$ cat src/rtl/apb_initiator.sv
// APB4 initiator: turns single-outstanding valid/ready requests into APB
// transfers. A response channel returns the read data or the error status.
module apb_initiator #(
    parameter int ADDR_W  = 32,
    parameter int DATA_W  = 32,
    parameter int TIMEOUT = 255
) (
    input  logic                clock,
    input  logic                reset,
    input  logic                req_valid,
    output logic                req_ready,
    input  logic [ADDR_W-1:0]   req_addr,
    input  logic                req_write,
    input  logic [DATA_W-1:0]   req_wdata,
    input  logic [DATA_W/8-1:0] req_wstrb,
    input  logic [2:0]          req_prot,
    output logic                resp_valid,
    input  logic                resp_ready,
    output logic [DATA_W-1:0]   resp_rdata,
    output logic                resp_err,
    output logic [ADDR_W-1:0]   out_paddr,
    output logic                out_psel,
    output logic                out_penable,
    output logic [2:0]          out_pprot,
    output logic                out_pwrite,
    output logic [DATA_W-1:0]   out_pwdata,
    output logic [DATA_W/8-1:0] out_pstrb,
    input  logic                out_pready,
    input  logic [DATA_W-1:0]   out_prdata,
    input  logic                out_pslverr
);

    localparam int STRB_W = DATA_W / 8;
    localparam int CNT_W  = (TIMEOUT > 0) ? $clog2(TIMEOUT + 1) : 1;
    localparam logic [CNT_W-1:0] CNT_LAST =
        (TIMEOUT > 0) ? CNT_W'(TIMEOUT - 1) : '0;

    typedef enum logic [1:0] {
        IDLE,
        SETUP,
        ACCESS,
        RESP
    } state_e;

    state_e              state_q, state_d;
    logic [ADDR_W-1:0]   paddr_q, paddr_d;
    logic                psel_q, psel_d;
    logic                penable_q, penable_d;
    logic [2:0]          pprot_q, pprot_d;
    logic                pwrite_q, pwrite_d;
    logic [DATA_W-1:0]   pwdata_q, pwdata_d;
    logic [STRB_W-1:0]   pstrb_q, pstrb_d;
    logic                resp_valid_q, resp_valid_d;
    logic [DATA_W-1:0]   resp_rdata_q, resp_rdata_d;
    logic                resp_err_q, resp_err_d;
    logic [CNT_W-1:0]    cnt_q, cnt_d;
    logic                to_hit;

    // Limit is hit on the ACCESS cycle that would bring the count to TIMEOUT.
    assign to_hit = (TIMEOUT != 0) && (cnt_q == CNT_LAST);

    always_comb begin
        state_d      = state_q;
        paddr_d      = paddr_q;
        psel_d       = psel_q;
        penable_d    = penable_q;
        pprot_d      = pprot_q;
        pwrite_d     = pwrite_q;
        pwdata_d     = pwdata_q;
        pstrb_d      = pstrb_q;
        resp_valid_d = resp_valid_q;
        resp_rdata_d = resp_rdata_q;
        resp_err_d   = resp_err_q;
        cnt_d        = cnt_q;

        unique case (state_q)
            IDLE: begin
                if (req_valid) begin
                    paddr_d  = req_addr;
                    pwrite_d = req_write;
                    pwdata_d = req_wdata;
                    pprot_d  = req_prot;
                    pstrb_d  = req_write ? req_wstrb : '0;
                    psel_d   = 1'b1;
                    state_d  = SETUP;
                end
            end
            SETUP: begin
                penable_d = 1'b1;
                state_d   = ACCESS;
            end
            ACCESS: begin
                if (out_pready) begin
                    resp_err_d   = out_pslverr;
                    resp_rdata_d = (pwrite_q || out_pslverr) ? '0
                                                             : out_prdata;
                    psel_d       = 1'b0;
                    penable_d    = 1'b0;
                    resp_valid_d = 1'b1;
                    cnt_d        = '0;
                    state_d      = RESP;
                end else if (to_hit) begin
                    resp_err_d   = 1'b1;
                    resp_rdata_d = '0;
                    psel_d       = 1'b0;
                    penable_d    = 1'b0;
                    resp_valid_d = 1'b1;
                    cnt_d        = '0;
                    state_d      = RESP;
                end else begin
                    cnt_d = cnt_q + 1'b1;
                end
            end
            RESP: begin
                if (resp_ready) begin
                    resp_valid_d = 1'b0;
                    state_d      = IDLE;
                end
            end
            default: state_d = IDLE;
        endcase
    end

    always_ff @(posedge clock or posedge reset) begin
        if (reset) begin
            state_q      <= IDLE;
            paddr_q      <= '0;
            psel_q       <= 1'b0;
            penable_q    <= 1'b0;
            pprot_q      <= '0;
            pwrite_q     <= 1'b0;
            pwdata_q     <= '0;
            pstrb_q      <= '0;
            resp_valid_q <= 1'b0;
            resp_rdata_q <= '0;
            resp_err_q   <= 1'b0;
            cnt_q        <= '0;
        end else begin
            state_q      <= state_d;
            paddr_q      <= paddr_d;
            psel_q       <= psel_d;
            penable_q    <= penable_d;
            pprot_q      <= pprot_d;
            pwrite_q     <= pwrite_d;
            pwdata_q     <= pwdata_d;
            pstrb_q      <= pstrb_d;
            resp_valid_q <= resp_valid_d;
            resp_rdata_q <= resp_rdata_d;
            resp_err_q   <= resp_err_d;
            cnt_q        <= cnt_d;
        end
    end

    assign req_ready   = (state_q == IDLE);
    assign resp_valid  = resp_valid_q;
    assign resp_rdata  = resp_rdata_q;
    assign resp_err    = resp_err_q;
    assign out_paddr   = paddr_q;
    assign out_psel    = psel_q;
    assign out_penable = penable_q;
    assign out_pprot   = pprot_q;
    assign out_pwrite  = pwrite_q;
    assign out_pwdata  = pwdata_q;
    assign out_pstrb   = pstrb_q;

endmodule

$ cat config.mk
export PLATFORM = sky130hd
export DESIGN_NAME = apb_initiator
export DESIGN_NICKNAME = d
export VERILOG_FILES = /design/src/rtl/apb_initiator.sv
export SDC_FILE = /design/constraint.sdc
export NUM_CORES = 1
export LEC_CHECK = 0
export BUFFER_PORTS_ARGS = -buffer_cell sky130_fd_sc_hd__buf_4
export CORE_MARGIN = 3
export CORE_UTILIZATION = 46
export DETAILED_ROUTE_END_ITERATION = 10
export PLACE_DENSITY = 0.79
export SYNTH_ARGS = -nofsm -noshare
export SYNTH_HDL_FRONTEND = slang
export SYNTH_SLANG_ARGS = --single-unit
$ cat constraint.sdc
create_clock -name clock -period 5.1 [get_ports clock]
set_input_delay 1.02 -clock clock [delete_from_list [all_inputs] [get_ports clock]]
set_output_delay 1.02 -clock clock [all_outputs]
set_load 0.02 [all_outputs]
# == Word-level counts from Yosys, hierarchy flattened ==
# Cells that the tools add are included.
# Widths: inputs -> output; s select.
# op_classes
n_addsub,1
eq_ne,7
muxes,21
reduce_logical,12
# ops
cell,count
$mux 32,3
$mux 8,2
$reduce_and 3->1,3
$add 8x1->8 const B,1
$eq 8x8->1 const B,1
$mux 2,4
$pmux 2 s4,1
$reduce_bool 2->1,4
$mux 1,7
$pmux 1 s2,3
$reduce_and 2->1,3
$eq 2x2->1 const B,2
$mux 4,1
$ne 2x2->1 const B,2
$ne 3x3->1 const B,1
$eq 2x1->1 const B,1
$logic_not 2->1,1
$logic_or 1x1->1,1
# word_totals
regBits,118
in_bits,110
word_cells,53

# == Logic depth before layout (Yosys ltp) ==
# Gate-level depths: netlist of the first run.
# depth
word_depth,4
ltp_mapped,7

# == Least setup slack after synthesis of the first run ==
# Ideal clock, no wire load.
# synth_path
path_kind,in2reg
startpoint,input req_valid
endpoint,"register pwdata_q[10], in the netlist out_pwdata[10]"
setup_time_ns,0.125
t_arrival_ns,1.855
setup_slack_ns,3.120
cell_stages,4
cell_sequence,nand2_1 buf_2 buf_2 mux2_2
# synth_via
elab_chain_cells,1
# synth_lines
item,line,source
start: declaration,10,"input logic req_valid,"
$reduce_and 2->1 (no line),--,
end signal: assignment,145,pwdata_q <= pwdata_d;
end: declaration,51,"logic [DATA_W-1:0] pwdata_q, pwdata_d;"
# No other way between the ends.
# A chain may end at the register's enable or synchronous reset.

# == Worst setup path in the final report of the first run ==
# layout_path
startpoint,register state_q[0]
endpoint,output req_ready
# layout_via
elab_chain_cells,1
# layout_lines
item,line,source
start: declaration,45,"state_e state_q, state_d;"
start signal: assignment,139,state_q <= state_d;
$logic_not 2->1,154,assign req_ready = (state_q == IDLE);
end: declaration,11,"output logic req_ready,"
# No other way between the ends.

==> results of run 1 <==
-- cells by family (layout without fill, tap and decap cells) --
| logic type | count (synthesis) | after routing | share of synthesized area |
|---|---|---|---|
| flip-flops | 118 | 118 | 0.641 |
| multiplexers | 73 | 73 | 0.177 |
| AO/OA/AOI/OAI | 56 | 56 | 0.0989 |
| AND/OR/NAND/NOR | 32 | 32 | 0.0397 |
| buffers and inverters | 23 | 258 | 0.0269 |
| adder cells (fa/ha/maj) | 6 | 6 | 0.0163 |
-- sequential cells by signal, summed over array words and instances (netlist names), 2 cells and up --
name and cells:
out_pstrb 4, state_q 2, cnt_q 8, resp_rdata 32
out_paddr 32, out_pprot 3, out_pwdata 32
-- Yosys cell counts, drive strengths merged, types with 3 or more instances --
library cell and n:
dfrtp 118, mux2 69, a22o 33, buf 15, nand2 14, o21ai 11
inv 8, ha 6, mux2i 4, o2bb2ai 4, a21o 3, and3 3
nand3 3, nor2 3, nor3b 3
-- placed cells by master (no fill, tap or decap) --
cell type  Yosys  routed
nand2_1       13      12
clkinv_2       0       4
clkinv_4       0       1
nand4_4        1       1
nand2_4        1       2
nor3b_1        3       3
a21o_1         3       3
bufinv_16      0       4
mux2i_1        4       4
nand2b_1       1       1
o32a_1         1       1
o31ai_1        1       1
and2b_1        1       1
a21boi_1       1       1
nor2_2         0       1
nand3_1        3       3
nor2_1         3       2
a22o_1        33      33
mux2_2        68      68
or3_1          1       1
ha_1           6       6
o22ai_1        1       1
inv_4          0       1
o21ai_2        1       1
nor2b_1        1       1
clkbuf_1       0       2
o2bb2ai_1      4       4
o21ai_0       10      10
inv_1          8       7
dfrtp_1      118     118
and3_1         3       3
nand3b_1       1       1
clkbuf_16      0      16
clkbuf_8       0       4
buf_4          0     219
o21bai_4       1       1
mux2_1         1       1
-- worst max-delay path, stage by stage, from the launching register on --
cell and delay (ns):
dfrtp_1 0.40, inv_1 0.13, ha_1 0.27, buf_4 0.18
-- where the power goes --
part | total, uW | switching, uW | internal (uW)
logic | 2050 | 1060 | 994
registers | 1630 | 252 | 1380
clock network | 1220 | 394 | 827
-- routing by layer --
| metal | share of wire | vias up | wire (um) | global-route usage |
|---|---|---|---|---|
| li1 | - | 1556 | - | - |
| met1 | 0.38 | 1698 | 4330 | 0.229 |
| met2 | 0.54 | 147 | 6210 | 0.370 |
| met3 | 0.066 | 17 | 763 | 0.0638 |
| met4 | 0.019 | 0 | 216 | 0.0666 |
| met5 | 0 | - | 0 | 0 |
-- stage by stage --
stage / setup WS (ns) / cells / hold WS [ns] / power, uW
finish: 2.59 / 672 / 0.490 / 4900
global route: 2.38 / 672 / 0.511 / 5150
CTS: 2.57 / 672 / 0.498 / 4950
detailed placement: 2.44 / 641 / 0.475 / 3710
global placement: 2.55 / 641 / 0.474 / 3650
floorplan: 0.951 / 308 / 0.472 / 2790
-- final cells by class --
cell class,count,area [um^2],share of cell area
Timing Repair Buffer,219,1640,0.237
Multi-Input combinational cell,167,1540,0.222
Tap cell,129,161,0.0232
Clock buffer,22,463,0.0667
Sequential cell,118,2950,0.425
Clock inverter,9,149,0.0214
Inverter,8,32.5,0.00469
-- how the worst max path moves through the flow --
stage,from,end,slack [ns],cells after the start
final,state_q[0],req_ready,2.59,3
after global routing,state_q[0],resp_rdata[5],2.38,5
after CTS,state_q[0],req_ready,2.57,3
after detailed placement,out_pslverr,resp_rdata[22],2.44,4
after global placement,out_pslverr,resp_rdata[4],2.55,4
after floorplan,reset,cnt_q[0],0.95,1
==> summary.txt, run 1 <==
Outcome
  • Status: completed

Route
  • WL final: 11500 um
  • ANT nets after route: 0
  • Routed via count: 3418
  • Starting DRC count in detailed routing: around 120
  • Pre-antenna DRT Iters: 4
  • Post-DR wirelength/cell: ~17 um
  • Vias per cell: between 5 and 6
  • Post-route DRC: 0

Setup path
  • Worst R2R Path Depth: 5
  • WP data arrival: roughly 1.5 ns
  • Reg-to-Reg Start: state_q[0]
  • Type of the worst setup path: reg -> out
  • Worst endpoint required time: slightly above 4 ns
  • Setup crit start kind: register
  • Reg-to-reg slack, setup: around 2.6 ns
  • CP Capture Type: output port
  • Worst-path fanout max: 3
  • Reg2reg end: resp_rdata[16]

Clock tree
  • Clock-pin slew on the worst setup and hold paths: around 0.050 ns
  • Hold buffer count at cts: 0
  • Post-CTS sizing: 0
  • Clk root buf: clkbuf_8
  • CTS tree: done
  • Post-CTS setup buffers: 0
  • Clock sink count: roughly 120
  • Cts bufs inserted: 17
  • H-Tree Depth: 4
  • Clock tree buffer depth: 2
  • Clk_lat worst skew: around 0.49 ns

GRT
  • Largest net degree at the start of global routing: 91
  • Global Route Usage Sum: 0.204
  • Initial antenna violation count: 0
  • First-pass GRT wire length: between 15000 and 20000 um
  • Vias in the first global route: 3708
  • Gr ovfl total: 0

Timing
  • Worst Max-Slew Pin Slew: about 1.3 ns
  • Slew Limit Fails: 0
  • Minimum clock period: around 2.5 ns
  • Hold violation count in the final report: 0
  • FMAX: 399 MHz
  • Final Skew: roughly 0.0083 ns
  • Setup TNS: 0 ns
  • Setup violations, final: 0
  • Max-slew headroom: 0.160
  • RSZ-0062 raised after global routing: false
  • Final Cycle Share: 0.492

Power and ir drop
  • Max rail drop VDD: between 300 and 400 uV
  • Leakage power: between 0.003 and 0.004 uW
  • Pwr Density: between 700 and 800 mW/mm^2

Cells and area
  • Final instance area: between 0.006 and 0.007 mm^2
  • Final core occ: 0.731
  • Area grow syn2layout: 50.7%
  • # diodes: 0
  • Fill count: 660
  • Nets: ~650
  • Layout cells sized above 1: 0.595

Die
  • Die footprint: about 0.011 mm^2
  • Die width: about 110 um
  • FP Rows: 35
  • IO Pins: between 200 and 250
  • Core area: roughly 0.0095 mm^2
  • Die extent in y: ~110 um
  • Initial Utilization: 0.485

Yosys
  • Post-synthesis net count: 424
  • Ys flop type: dfrtp_1
  • Cells after synthesis: around 310
  • Yosys warns: 0
  • Top post-synthesis cells by area: dfrtp_1, mux2_2, a22o_1
  • Syn avg cell area: approximately 15 um^2
  • Seq cells post-synth: about 120
  • Synth cell types: 30
  • Syn Std Cell Area: roughly 0.0046 mm^2
  • Yosys top cell area share: 0.641
  • Async set-or-reset flop fraction in the synthesized netlist: 1.00
  • Yosys top cell by area: dfrtp_1
  • EDFF count, synth: 0
  • Post-synthesis sequential area ratio: 0.641

Min path
  • Worst Min Path Start: out_pstrb[2]
  • Min-delay worst type: reg -> reg
  • WHS Endpoint: out_pstrb[2]
  • Worst hold path depth: 2

Place
  • Port Buffers: approximately 220
  • GP Congestion: around 0.78
  • Area post-placement: ~0.0063 mm^2
  • HPWL after detailed placement: 8300 um

Run
  • Max Cap Viol: 0
Power figures use the tool's default switching activity.
==> run 2, diff against run 1 <==
Settings changed: CORE_UTILIZATION 46 to 42, PLACE_DENSITY 0.79 to 0.76.
Clock period 5.1 ns to 2.3 ns, I/O delays scaled along.
==> run 2 against run 1 <==
Compared with the run above: register-to-register slack worse by 2.2 ns; hold slack lost 0.36 ns; non-clock buffer count is 3 higher; sequential share of layout area decreased by 0.21 points; sequential power up 120%; largest cell class unchanged; sequential cell count did not move; largest power group unchanged; critical endpoint unchanged; clock power increased by 110%.
==> summary.txt, run 2 (synthesis gave the netlist of run 1 again) <==
Setup path
  • Critical Path Sink: req_ready
  • Reg-to-reg slack, setup: about 0.38 ns
  • Worst-path fanout max: 3
  • Reg-to-Reg Start: state_q[0]
  • Reg2reg end: state_q[1]
  • Critical Path Start: state_q[0]
  • Setup crit start kind: register
  • CP Capture Type: output port
  • Type of the worst setup path: reg -> out
  • Worst endpoint required time: about 1.8 ns
  • Worst R2R Path Depth: 6
  • WP data arrival: 1.48 ns

Clock tree
  • CTS tree: done
  • Clock tree buffer depth: 2
  • Post-CTS setup buffers: 0
  • Cts bufs inserted: 17
  • H-Tree Depth: 4
  • Hold buffer count at cts: 0
  • Clock sink count: ~120
  • Clk root buf: clkbuf_8
  • Clock-pin slew on the worst setup and hold paths: roughly 0.060 ns
  • Post-CTS sizing: 0
  • Clk_lat worst skew: roughly 0.50 ns

Cells and area
  • Area grow syn2layout: 51.5%
  • # diodes: 0
  • Commonest non-fill, non-tap cell in the layout: buf_4
  • Layout cells sized above 1: 0.595
  • Fill count: around 780
  • Most frequent cells in the layout: buf_4, dfrtp_1, mux2_2
  • Nets: 650

Min path
  • Min-delay worst type: in -> async

Timing
  • Slew Limit Fails: 0
  • Minimum clock period: ~2 ns
  • Max-slew headroom: 0.589
  • Final Skew: ~0.0065 ns
  • FMAX: between 500 and 600 MHz
  • Setup TNS: 0 ns
  • Setup violations, final: 0
  • Hold violation count in the final report: 0
  • Worst Max-Slew Pin Slew: 0.617 ns
  • RSZ-0062 raised after global routing: false
  • Final Cycle Share: 0.844

GRT
  • Gr ovfl total: 0
  • Vias in the first global route: 3833
  • Global Route Usage Sum: 0.199
  • Largest net degree at the start of global routing: ~120
  • Initial antenna violation count: 0
  • First-pass GRT wire length: 19400 um

Die
  • Initial Utilization: 0.438
  • Core area: ~0.011 mm^2
  • Die extent in y: 111 um
  • Die footprint: approximately 0.012 mm^2
  • FP Rows: 37
  • Die width: around 110 um
  • IO Pins: about 220

Place
  • Port Buffers: 218
  • GP Congestion: around 0.80
  • HPWL after detailed placement: between 8000 and 9000 um

Power and ir drop
  • Max rail drop VDD: 809 uV
  • Total power: between 10000 and 15000 uW
  • Pwr Density: 1550 mW/mm^2
  • Leakage power: roughly 0.0035 uW

Route
  • Post-DR wirelength/cell: approximately 17 um
  • Routed via count: between 3000 and 4000
  • WL final: 11900 um
  • Pre-antenna DRT Iters: 4
  • ANT nets after route: 0
  • Vias per cell: around 5
  • Starting DRC count in detailed routing: around 120
  • Post-route DRC: 0

Run
  • Max Cap Viol: 0

Outcome
  • Status: completed
==> run 2: cell count changes in the layout (fill, tap and decap cells not counted) <==
| cell | change |
|---|---|
| inv_4 | -1 |
| clkinv_4 | -1 |
| bufinv_16 | -1 |
| clkinvlp_4 | +4 |
| buf_4 | +1 |
| clkinv_2 | -2 |
| buf_12 | +2 |
| clkbuf_1 | +1 |
==> run 2: worst max-delay path, stage by stage, from the launching register on <==
cell and delay (ns):
dfrtp_1 0.40, inv_1 0.12, ha_1 0.27, buf_4 0.19
==> run 2: per-stage QoR <==
stage,std cells,hold WS (ns),worst slack [ns],utilization,area [um^2]
floorplan,308,0.472,0.399,-,4610
global placement,651,0.469,0.534,0.608,6390
detailed placement,651,0.482,0.429,0.608,6390
CTS,682,0.162,0.335,0.664,6980
global route,682,0.165,0.258,0.664,6980
finish,682,0.133,0.358,0.664,6980
==> run 2: area by class of cell <==
| cell class | count | area [um^2] | share of cell area |
|---|---|---|---|
| flip-flops and latches | 118 | 2950 | 0.423 |
| repair buffers | 222 | 1690 | 0.242 |
| multi-input cells | 167 | 1540 | 0.221 |
| clock buffers | 23 | 467 | 0.0669 |
| inverters | 8 | 33.8 | 0.00484 |
| well taps | 136 | 170 | 0.0244 |
| clock inverters | 8 | 123 | 0.0176 |
==> run 2: how the worst min path moves through the flow <==
stage              startpoint              to  slack (ns)  depth (start not counted)
3_3_place_gp     out_pstrb[1]    out_pstrb[1]        0.47                          2
4_1_cts        out_prdata[11]  resp_rdata[11]        0.16                          2
6_report                reset   out_paddr[20]        0.13                          3
2_1_floorplan        cnt_q[7]        cnt_q[7]        0.47                          1
3_5_place_dp     out_pstrb[1]    out_pstrb[1]        0.48                          2
5_1_grt        out_prdata[11]  resp_rdata[11]        0.17                          2
==> run 2: where the power goes <==
part	internal, uW	leakage, uW	switching (uW)
clock	1730	0.000280	872
combinational	2220	0.00178	2350
sequential	3060	0.00146	588
total	7010	0.00353	3810
==> run 2: per-layer routing <==
metal	routed length (um)	vias up	GRT usage	share of wire
met5	0	-	0	0
met4	372	0	0.0952	0.031
met3	886	26	0.0671	0.075
met2	6260	139	0.344	0.53
met1	4340	1702	0.218	0.37
li1	-	1558	-	-
